## src/rtl/expressnet_pkg.sv

```systemverilog
// Shared width helpers and types for the expressnet receive path.
// Counter widths are sized so a full buffer's count is representable.
package expressnet_pkg;

    function automatic int cnt_w(input int depth);
        return $clog2(depth + 1);
    endfunction

    typedef struct packed {
        logic overflow;
        logic spurious;
    } err_t;

endpackage

```

## src/rtl/reg_fifo.sv

```systemverilog
// Register-array FIFO with first-word fall-through head.
// A pop frees its slot in the same cycle, so a push into a full FIFO is accepted alongside it.
module reg_fifo
    import expressnet_pkg::*;
#(
    parameter int C_DATA_WIDTH = 32,
    parameter int C_DEPTH      = 8
) (
    input  logic                          clk,
    input  logic                          rst,
    input  logic                          push,
    input  logic [C_DATA_WIDTH-1:0]       wdata,
    input  logic                          pop,
    output logic [C_DATA_WIDTH-1:0]       rdata,
    output logic [cnt_w(C_DEPTH)-1:0]     count,
    output logic                          full,
    output logic                          empty
);

    localparam int CW = cnt_w(C_DEPTH);
    localparam int PW = $clog2(C_DEPTH);

    logic [C_DATA_WIDTH-1:0] mem [C_DEPTH];
    logic [PW-1:0]           wr_ptr;
    logic [PW-1:0]           rd_ptr;
    logic                    do_push;
    logic                    do_pop;

    assign full    = (count == CW'(C_DEPTH));
    assign empty   = (count == '0);
    assign do_pop  = pop & ~empty;
    assign do_push = push & (~full | do_pop);
    assign rdata   = mem[rd_ptr];

    always_ff @(posedge clk) begin
        if (do_push) mem[wr_ptr] <= wdata;
    end

    always_ff @(posedge clk or negedge rst) begin
        if (!rst) begin
            wr_ptr <= '0;
            rd_ptr <= '0;
            count  <= '0;
        end else begin
            if (do_push) wr_ptr <= wr_ptr + 1'b1;
            if (do_pop)  rd_ptr <= rd_ptr + 1'b1;
            unique case (1'b1)
                do_push & ~do_pop: count <= count + CW'(1);
                do_pop & ~do_push: count <= count - CW'(1);
                default: ;
            endcase
        end
    end

endmodule

```

## src/rtl/srl_credit_sink.sv

```systemverilog
// Credit-managed sink behind a fixed-latency delay line: grants issues only
// while stored plus in-flight words leave room, so arrivals always fit.
module srl_credit_sink
    import expressnet_pkg::*;
#(
    parameter int C_DATA_WIDTH = 32,
    parameter int C_LATENCY    = 4,
    parameter int C_DEPTH      = 8
) (
    input  logic                      clk,
    input  logic                      rst,
    input  logic                      issue_req,
    output logic                      issue_ok,
    input  logic                      in_valid,
    input  logic [C_DATA_WIDTH-1:0]   in_data,
    output logic                      out_valid,
    input  logic                      out_ready,
    output logic [C_DATA_WIDTH-1:0]   out_data,
    output logic [cnt_w(C_DEPTH)-1:0] occupancy,
    output logic [cnt_w(C_DEPTH)-1:0] inflight,
    output logic                      err_overflow,
    output logic                      err_spurious
);

    localparam int CW = cnt_w(C_DEPTH);
    typedef logic [CW-1:0] cnt_t;

    cnt_t        infl_q;
    err_t        err_q;
    logic [CW:0] used;
    logic        issue;
    logic        pop;
    logic        full;
    logic        empty;

    reg_fifo #(
        .C_DATA_WIDTH(C_DATA_WIDTH),
        .C_DEPTH     (C_DEPTH)
    ) u_fifo (
        .clk  (clk),
        .rst  (rst),
        .push (in_valid),
        .wdata(in_data),
        .pop  (pop),
        .rdata(out_data),
        .count(occupancy),
        .full (full),
        .empty(empty)
    );

    // Comparing the sum avoids any wrap if counts were ever corrupted.
    assign used      = {1'b0, occupancy} + {1'b0, infl_q};
    assign issue_ok  = (used < (CW+1)'(C_DEPTH));
    assign issue     = issue_req & issue_ok;
    assign out_valid = ~empty;
    assign pop       = out_valid & out_ready;

    assign inflight     = infl_q;
    assign err_overflow = err_q.overflow;
    assign err_spurious = err_q.spurious;

    always_ff @(posedge clk or negedge rst) begin
        if (!rst) begin
            infl_q <= '0;
            err_q  <= '0;
        end else begin
            unique case (1'b1)
                issue & ~in_valid:
                    infl_q <= infl_q + CW'(1);
                in_valid & ~issue & (infl_q != '0):
                    infl_q <= infl_q - CW'(1);
                default: ;
            endcase
            if (in_valid & full & ~pop) err_q.overflow <= 1'b1;
            if (in_valid & (infl_q == '0)) err_q.spurious <= 1'b1;
        end
    end

endmodule

```

## config.mk

```make
export PLATFORM = sky130hd
export DESIGN_NAME = srl_credit_sink
export DESIGN_NICKNAME = d
export VERILOG_FILES = /design/src/rtl/expressnet_pkg.sv /design/src/rtl/reg_fifo.sv /design/src/rtl/srl_credit_sink.sv
export SDC_FILE = /design/constraint.sdc
export NUM_CORES = 1
export LEC_CHECK = 0
export ABC_CLOCK_PERIOD_IN_PS = 7100
export BUFFER_PORTS_ARGS = -buffer_cell sky130_fd_sc_hd__buf_2
export CAP_MARGIN = 20
export CORE_AREA = 10 10 151 153
export CTS_CLUSTER_SIZE = 25
export DETAILED_ROUTE_END_ITERATION = 7
export DIE_AREA = 0 0 161 163
export PLACE_DENSITY = 0.73
export SETUP_SLACK_MARGIN = 0.05
export SLEW_MARGIN = 20
export SYNTH_ARGS = -nofsm -noshare
export SYNTH_HDL_FRONTEND = slang
export SYNTH_SLANG_ARGS = --single-unit
```

## constraint.sdc

```tcl
create_clock -name clk -period 7.1 [get_ports clk]
set_clock_uncertainty 0.2 [all_clocks]
set_input_delay 0 -clock clk [delete_from_list [all_inputs] [get_ports clk]]
set_output_delay 0 -clock clk [all_outputs]
set_load 0.02 [all_outputs]
```

==> run_results.csv, run 1 <==
group,metric,value,unit
setup_path,start_kind,"flop",
synthesis,synthArstFlopShare,0.0588,
synthesis,synth-edff-count,256,
timing,rsz0062_at_grt,"no",
timing,worst_slew_pin_slew,1.02,ns
clock_network,tritoncts,"done",
setup_path,critPathArrivalTime,3.11,ns
route,wl,20.4,mm
pwr,p_per_area,414,nW/um^2
route,viasPerCell,5.67,
cells_and_area,nFillCells,1357,
timing,slew-limit-headroom,0.317,
clock_network,cts.path.max_buffers,3,
floorplanning,chipWidth,161,microns
synthesis,ys_seq_area_frac,0.752,
setup_path,criticalPathCategory,"reg -> out",
route,drc,0,
pwr,combPwrFrac,0.316,
synthesis,synthFlopType,"edfxtp_1",
synthesis,synth_seq_cells,272,
floorplanning,ios,81,
floorplanning,die_area,26200,sq um
run,maxCapViolations,0,
timing,tns,0,ns
timing,finalCritPeriodShare,0.466,
cells_and_area,seq_area,8090,sq um
clock_network,worstSkewPairLatency,0.51,ns
place,place_ws,4.26,ns
synthesis,synth_nets,517,
clock_network,cts.clk_slew.worst_paths,0.06,ns
timing,drv_slew,0,
cells_and_area,fin_nets,656,
place,port_buffers,80,
setup_path,required,6.90,ns
clock_network,ctsResizeCount,0,
place,dpl.hpwl,11.8,mm
timing,fin_crit,3.31,ns
global_route,gr-usage-all-layers,0.155,
clock_network,cts_setup_buffers,0,
clock_network,cts-htree-levels,1,
cells_and_area,multiInputGateArea,2530,sq um
route,ant_nets,0,
clock_network,cts_root_buffer,"clkbuf_16",
floorplanning,core_area,19900,sq um
global_route,grt_antenna_before_repair,0,
timing,fmax,0.302,GHz
global_route,grt_max_degree,55,
cells_and_area,fin_util,0.640,
global_route,grt_pass1_wl,32.0,mm
synthesis,synth_top_area_frac,0.715,
pwr,power_frac_seq,0.417,
synthesis,synth_cells,468,
pwr,swShare,0.311,
cells_and_area,antennaDiodeCount,0,
clock_network,hold_buffers,37,
status,status,"completed",
global_route,grt_overflow_total,0,
route,drt-pass1-iter-count,4,
timing,worst_slack,3.79,ns
synthesis,yosys.cell_types.count,35,
route,vias,5086,
synthesis,netlist_top_cells_area,"edfxtp_1, mux4_2, mux4_1",
pwr,static-leakage-power,4.43,nW
timing,final-hold-violation-count,0,
synthesis,yosys.area.top_type,"edfxtp_1",
floorplanning,die-height,163,microns
route,initialDrtViolationCount,368,
synthesis,synth_top_cells_by_count,"edfxtp_1, mux4_2, mux2_2",
clock_network,cts_buffers,26,
floorplanning,initial_utilization,0.540,
synthesis,synthesis.area,10800,sq um
setup_path,crit_fanout,44,
synthesis,ys_warn_count,0,
cells_and_area,area_growth,18.6,%
synthesis,synthMostInstantiatedCell,"edfxtp_1",
pwr,power_switching,0.00164,W
pwr,intPower,0.00364,W
pwr,finalPower,0.00528,W
synthesis,syn_avg_cell_area,23.0,sq um
pwr,ir_drop,0.322,mV
pwr,clkPwrFrac,0.267,
cells_and_area,drive_gt1_frac,0.343,
route,drt-wirelength-per-cell,22.8,microns
global_route,grt_pass1_vias,5556,
worst_hold_path,hold_path.class,"in -> reg",
timing,setup_viol,0,
place,gp_congestion,0.782,
setup_path,cp-end-kind,"output pin",
clock_network,clkSinkCount,272,
floorplanning,row_count,52,
==> state kept, by name (all words and copies together), names as in the netlist <==
signal         cells
inflight           4
err_overflow       1
u_fifo.mem       256
u_fifo.rd_ptr      3
u_fifo.count       4
u_fifo.wr_ptr      3
err_spurious       1
==> layout by cell type, fill, tap and decap left out, types with 3 or more instances in the layout <==
cell type and n:
edfxtp_1 256, buf_2 80, dlygate4sd3_1 37, mux4_2 36, mux2_2 32, mux4_1 28
clkbuf_16 26, dfrtp_1 13, buf_4 12, inv_1 10, ha_1 10, xnor2_1 7
clkinv_1 7, nand2_1 6, nor2_4 6, clkinv_2 6, nand2b_1 5, nor2_1 5
bufinv_16 5, mux2i_1 4, nor3_2 3, mux2_1 3, a21oi_1 3
==> power by group through the flow <==
| stage | Sequential, W | Combinational (W) | Clock [W] |
|---|---|---|---|
| final | 0.00220 | 0.00167 | 0.00141 |
| after global placement | 0.00222 | 0.00164 | 0 |
| after global routing | 0.00223 | 0.00180 | 0.00150 |
| after detailed placement | 0.00224 | 0.00167 | 0 |
| after CTS | 0.00221 | 0.00170 | 0.00144 |
| after floorplan | 0.00215 | 0.00128 | 0 |
==> cell type report <==
cell class                      instances  area share
Multi-Input combinational cell        168       0.198
Inverter                               10     0.00294
Tap cell                              270      0.0265
Sequential cell                       272       0.635
Clock inverter                         21      0.0186
Clock buffer                           27      0.0513
Timing Repair Buffer                  129      0.0675
==> cell families after synthesis <==
group                    Yosys count  synth area share
flip-flops                       272             0.752
XOR/XNOR                           9           0.00733
adder cells (fa/ha/maj)           12            0.0154
AO/OA/AOI/OAI                     13           0.00873
multiplexers                     103             0.184
buffers and inverters             28            0.0179
AND/OR/NAND/NOR                   31            0.0142
==> worst max-delay path, stage by stage (launching register included) <==
cell and delay [ns]:
dfrtp_4 0.72, buf_4 0.72, mux4_1 0.68, mux2_2 0.29, buf_2 0.16
==> routing by layer <==
layer	track usage	part of all wire	routed length [microns]
met1	0.198	0.42	8530
met2	0.272	0.52	10700
met3	0.0281	0.044	890
met4	0.0376	0.016	331
met5	0	0	0
==> worst paths after layout <==
kind | start | to | slack (ns) | cells after the start
setup / recovery | u_fifo.rd_ptr[0] | out_data[3] | 3.79 | 4
hold reg to reg | err_spurious | err_spurious | 0.27 | 1
min in group asynchronous | rst | u_fifo.count[0] | 0.41 | 3
setup reg to reg | u_fifo.count[1] | u_fifo.count[3] | 4.21 | 10
hold / removal | in_data[24] | u_fifo.mem[2][24] | 0.09 | 2
max in group asynchronous | rst | u_fifo.rd_ptr[0] | 5.74 | 3
==> through the flow <==
stage	std cells	hold slack (ns)	area [sq um]
floorplan	468	-0.496	10800
global placement	812	-0.266	11500
detailed placement	812	-0.261	11500
CTS	897	0.0773	12700
global route	897	0.0966	12700
finish	897	0.0925	12700
Note: power is estimated with default switching activity, not from simulation.
==> run 2, diff against run 1 <==
Settings changed: ABC_AREA set to 1, ABC_CLOCK_PERIOD_IN_PS 7100 to 3100, CORE_AREA 10 10 151 153 to 10 10 152 154, DIE_AREA 0 0 161 163 to 0 0 162 164.
Clock period 7.1 ns to 3.1 ns, I/O delays scaled along.
==> run 2 against run 1 <==
Effect of this change: via count rose by 39%; global-route usage is 2.5 points higher; sequential power increased by 120%; critical path depth up 2; largest power group unchanged.
==> run_results.csv, run 2 <==
group,metric,value,unit
run,maxCapViolations,0,
timing,finalCritPeriodShare,0.852,
pwr,finalPower,0.0131,W
setup_path,criticalPathCategory,"reg -> out",
cells_and_area,multiInputGateArea,2550,sq um
timing,fin_crit,2.64,ns
timing,setup_viol,0,
synthesis,netlist_top_cells_area,"edfxtp_1, nor2_1, o21ai_0",
synthesis,synthArstFlopShare,0.0588,
timing,worst_slew_pin_slew,0.768,ns
floorplanning,initial_utilization,0.546,
clock_network,cts_setup_buffers,0,
timing,slew-limit-headroom,0.487,
floorplanning,die-height,164,microns
synthesis,synthMostInstantiatedCell,"edfxtp_1",
cells_and_area,layout_commonest_cell,"edfxtp_1",
setup_path,cp-end-kind,"output pin",
worst_hold_path,hold-path-cell-count,2,
synthesis,synth_nets,926,
cells_and_area,seq_area,8090,sq um
pwr,static-leakage-power,4.76,nW
clock_network,cts.path.max_buffers,3,
clock_network,cts.clk_slew.worst_paths,0.07,ns
setup_path,worst-r2r-setup-slack,0.48,ns
floorplanning,ios,81,
worst_hold_path,min_to,"u_fifo.mem[2][19]",
clock_network,cts-htree-levels,1,
synthesis,synth_top_cells_by_count,"edfxtp_1, nor2_1, nand2_1",
synthesis,synthFlopType,"edfxtp_1",
setup_path,required,2.90,ns
synthesis,synth_top_area_frac,0.703,
timing,holdWs,0.0909,ns
worst_hold_path,min-delay-start,"in_data[19]",
place,placed_cells,1202,
synthesis,syn_avg_cell_area,12.5,sq um
setup_path,path_common_cell,"o21ai_0",
setup_path,r2r_end,"inflight[3]",
timing,rsz0062_at_grt,"no",
synthesis,ys_seq_area_frac,0.740,
cells_and_area,fin_nets,1047,
setup_path,ff2ff_path_depth,14,
clock_network,tritoncts,"done",
cells_and_area,layoutNonFillerInstCount,1289,
timing,final-hold-violation-count,0,
clock_network,cts_root_buffer,"clkbuf_16",
timing,fmax,0.378,GHz
timing,tns,0,ns
route,ant_nets,0,
cells_and_area,area_growth,19.6,%
setup_path,path_cells,"buf_4, o21ai_0, o21ai_0, a21oi_1, a31oi_1, buf_2",
place,gp_congestion,0.784,
setup_path,crit_fanout,39,
pwr,p_per_area,1010,nW/um^2
clock_network,ctsResizeCount,0,
place,port_buffers,80,
route,initialDrtViolationCount,588,
synthesis,yosys.cell_types.count,28,
setup_path,rr_startpoint,"inflight[3]",
route,wl,24.2,mm
floorplanning,chipWidth,162,microns
setup_path,critPathSlowestCell,"dfrtp_4",
global_route,grt_max_degree,77,
timing,drv_slew,0,
route,drt-wirelength-per-cell,18.8,microns
synthesis,synth_seq_cells,272,
global_route,grt_overflow_total,0,
synthesis,synth-edff-count,256,
setup_path,critPathArrivalTime,2.44,ns
cells_and_area,top_register,"u_fifo.mem",
clock_network,clkSinkCount,272,
pwr,ir_drop,0.613,mV
cells_and_area,drive_gt1_frac,0.154,
cells_and_area,mostFrequentLayoutCells,"edfxtp_1, nor2_1, nand2_1, o21ai_0, buf_2",
clock_network,hold_buffers,37,
setup_path,critPathMaxStageDelay,0.56,ns
floorplanning,die_area,26600,sq um
cells_and_area,largest_reg_flops,256,
clock_network,worstSkewPairLatency,0.52,ns
synthesis,synthesis.area,10900,sq um
global_route,grt_pass1_vias,7269,
route,vias,7066,
route,drc,0,
cells_and_area,nFillCells,1454,
synthesis,yosys.area.top_type,"edfxtp_1",
worst_hold_path,hold_path.class,"in -> reg",
synthesis,synth_cells,877,
place,dpl.hpwl,13.4,mm
global_route,grt_antenna_before_repair,1,
setup_path,start_kind,"flop",
global_route,grt_pass1_wl,38.4,mm
floorplanning,core_area,20000,sq um
global_route,gr-usage-all-layers,0.180,
route,viasPerCell,5.48,
route,drt-pass1-iter-count,5,
floorplanning,row_count,52,
synthesis,ys_warn_count,0,
status,status,"completed",
clock_network,cts_buffers,27,
## run 2: cell type report
class,count,share of cell area
antenna,1,0.000191
sequential,272,0.619
timing repair buffer,140,0.0808
inverter,22,0.00641
clock inverter,19,0.0204
multi-input combinational,535,0.195
clock buffer,30,0.0525
tap,270,0.0258
## run 2: routing by layer
| layer | up-vias | GRT usage | share of wire |
|---|---|---|---|
| met5 | - | 0 | 0 |
| met1 | 3463 | 0.221 | 0.42 |
| met3 | 42 | 0.0288 | 0.048 |
| met4 | 0 | 0.0558 | 0.021 |
| li1 | 3368 | - | - |
| met2 | 193 | 0.321 | 0.51 |
## run 2: worst max-delay path, delay by kind of cell (launching register included)
family          cells  cell delay (ns)
compound gates      4             0.68
buf+inv             2             0.66
flops               1             0.56
## run 2: cells by family after synthesis
family / after synthesis / share of synthesized area
XOR/XNOR: 6 / 0.00481
buffers and inverters: 70 / 0.0330
AND/OR/NAND/NOR: 311 / 0.108
AO/OA/AOI/OAI: 206 / 0.0991
flip-flops: 272 / 0.740
adder cells (fa/ha/maj): 12 / 0.0151
## run 2: stage by stage
step | instance area (sq um) | utilization | setup WS (ns)
2_1_floorplan | 10900 | - | 0.000790
3_3_place_gp | 11700 | 0.586 | 0.606
3_5_place_dp | 11700 | 0.586 | 0.527
4_1_cts | 13100 | 0.652 | 0.443
5_1_grt | 13100 | 0.652 | 0.213
6_report | 13100 | 0.652 | 0.458
## run 2: where the power goes
| part | internal [W] | switching (W) |
|---|---|---|
| Combinational | 0.00151 | 0.00332 |
| Sequential | 0.00460 | 0.000234 |
| Clock | 0.00217 | 0.00131 |
## run 2: how the worst max path moves through the flow
| stage | cells after the start | startpoint | to | slack [ns] |
|---|---|---|---|---|
| 2_1_floorplan | 5 | u_fifo.count[1] | u_fifo.mem[0][0] | 0.0008 |
| 3_3_place_gp | 14 | inflight[3] | inflight[3] | 0.61 |
| 3_5_place_dp | 14 | u_fifo.count[3] | inflight[3] | 0.53 |
| 4_1_cts | 6 | u_fifo.rd_ptr[0] | out_data[30] | 0.44 |
| 5_1_grt | 14 | inflight[3] | inflight[3] | 0.21 |
| 6_report | 6 | u_fifo.rd_ptr[0] | out_data[31] | 0.46 |
==> run 3, diff against run 2 <==
Settings changed: BUFFER_PORTS_ARGS -buffer_cell sky130_fd_sc_hd__buf_2 to -buffer_cell sky130_fd_sc_hd__clkbuf_2.
==> run 3 against run 2 <==
Effect of this change: hold slack lost 0.0089 ns; cell count shrank 0.31%; clock-buffer cell count grew 3; total power shrank 2.9%; sequential share of layout area grew 0.56 points; sequential cell count is the same; cell area shrank 0.89%; first-iteration DRC count grew 8.7%; combinational power grew 0.8%; via count shrank 1.2%; largest power group is now combinational cells.
==> run_results.csv, run 3 (synthesized netlist as in run 2, its figures left out) <==
group,metric,value,unit
cells_and_area,fin_nets,1045,
cells_and_area,largest_reg_flops,256,
route,wl,23.7,mm
setup_path,critPathArrivalTime,2.55,ns
route,ant_nets,0,
clock_network,cts_buffers,27,
cells_and_area,nFillCells,1492,
floorplanning,core_area,20000,sq um
floorplanning,ios,81,
setup_path,rr_startpoint,"inflight[3]",
floorplanning,die-height,164,microns
clock_network,cts.clk_slew.worst_paths,0.06,ns
route,vias,6979,
timing,final-hold-violation-count,0,
floorplanning,die_area,26600,sq um
setup_path,cp-end-kind,"output pin",
cells_and_area,drive_gt1_frac,0.147,
place,port_buffers,80,
cells_and_area,fin_util,0.647,
route,drt-wirelength-per-cell,18.4,microns
place,gp_congestion,0.789,
timing,setup_viol,0,
timing,holdWs,0.0820,ns
cells_and_area,top_register,"u_fifo.mem",
timing,finalCritPeriodShare,0.888,
clock_network,cts-htree-levels,1,
setup_path,critPathSlowestCell,"buf_4",
global_route,grt_pass1_vias,6811,
timing,rsz0062_at_grt,"no",
timing,fmax,0.363,GHz
route,viasPerCell,5.43,
setup_path,path_cells,"buf_4, o21ai_0, o21ai_0, a21oi_1, a31oi_1, clkbuf_2",
floorplanning,initial_utilization,0.546,
run,maxCapViolations,0,
setup_path,r2r_end,"inflight[3]",
setup_path,worst-r2r-setup-slack,0.44,ns
global_route,grt_max_degree,71,
clock_network,cts_root_buffer,"clkbuf_16",
clock_network,cts.path.max_buffers,3,
place,place_ws,0.493,ns
worst_hold_path,min-delay-start,"in_data[14]",
route,drc,0,
pwr,static-leakage-power,4.72,nW
cells_and_area,mostFrequentLayoutCells,"edfxtp_1, nor2_1, nand2_1, o21ai_0, clkbuf_2",
floorplanning,chipWidth,162,microns
floorplanning,row_count,52,
worst_hold_path,hold_path.class,"in -> reg",
clock_network,tritoncts,"done",
clock_network,ctsResizeCount,0,
route,initialDrtViolationCount,639,
global_route,grt_pass1_wl,37.1,mm
cells_and_area,area_growth,18.5,%
worst_hold_path,hold-path-cell-count,2,
pwr,finalPower,0.0128,W
timing,drv_slew,0,
setup_path,critPathMaxStageDelay,0.60,ns
setup_path,required,2.90,ns
pwr,p_per_area,985,nW/um^2
route,drt-pass1-iter-count,5,
timing,slew-limit-headroom,0.467,
clock_network,clkSinkCount,272,
cells_and_area,layout_commonest_cell,"edfxtp_1",
setup_path,start_kind,"flop",
global_route,grt_antenna_before_repair,0,
pwr,ir_drop,0.725,mV
cells_and_area,seq_area,8090,sq um
status,status,"completed",
timing,fin_crit,2.75,ns
timing,worst_slack,0.348,ns
global_route,gr-usage-all-layers,0.175,
setup_path,path_common_cell,"o21ai_0",
cells_and_area,multiInputGateArea,2550,sq um
timing,worst_slew_pin_slew,0.800,ns
setup_path,ff2ff_path_depth,14,
clock_network,worstSkewPairLatency,0.52,ns
place,dpl.hpwl,12.9,mm
setup_path,crit_fanout,70,
timing,tns,0,ns
worst_hold_path,min_to,"u_fifo.mem[4][14]",
setup_path,criticalPathCategory,"reg -> out",
global_route,grt_overflow_total,0,
[run 3: cell count changes in the layout (fill, tap and decap cells not counted), moves of 2 or more]
cell       previous run  this run
bufinv_16             7         3
clkbuf_1              3         6
clkinv_2              7         5
buf_4                14        11
clkbuf_2              0        80
buf_2                80         0
[run 3: layout make-up]
class / instances / share of cell area
sequential: 272 / 0.625
inverter: 22 / 0.00647
timing repair buffer: 138 / 0.0813
tap: 270 / 0.0261
multi-input combinational: 535 / 0.197
antenna: 1 / 0.000193
clock buffer: 33 / 0.0539
clock inverter: 14 / 0.0109
[run 3: worst max path at each step]
| stage | start | to | cells past startpoint |
|---|---|---|---|
| after CTS | u_fifo.rd_ptr[0] | out_data[13] | 6 |
| after floorplan | u_fifo.count[1] | u_fifo.mem[0][0] | 5 |
| after global routing | u_fifo.rd_ptr[0] | out_data[31] | 6 |
| after detailed placement | inflight[3] | inflight[3] | 14 |
| after global placement | u_fifo.count[3] | inflight[3] | 14 |
| final | u_fifo.rd_ptr[0] | out_data[13] | 6 |
[run 3: what timing repair did]
action	in CTS	in global routing
buffers inserted	0	0
endpoints found under the hold margin	287	0
hold buffers	37	0
[run 3: worst max-delay path: cells and delay by family, from the launching register on]
family | cells | cell delay [ns]
buf+inv | 2 | 0.83
compound gates | 4 | 0.76
flops | 1 | 0.42
[run 3: layer usage]
metal	track usage	up-vias	routed length, microns	part of all wire
li1	-	3357	-	-
met1	0.228	3420	10300	0.43
met2	0.294	169	11800	0.50
met3	0.0305	33	1220	0.052
met4	0.0529	0	374	0.016
met5	0	-	0	0
[run 3: where the power goes]
group	internal (W)	total (W)	switching, W
Combinational	0.00149	0.00487	0.00338
Clock	0.00184	0.00311	0.00127
Sequential	0.00460	0.00479	0.000190
Total	0.00792	0.0128	0.00484
[run 3: metrics by stage]
stage / cell area (sq um) / instances
floorplan: 10900 / 877
global placement: 11700 / 1200
detailed placement: 11700 / 1200
CTS: 13000 / 1284
global route: 13000 / 1284
finish: 13000 / 1285
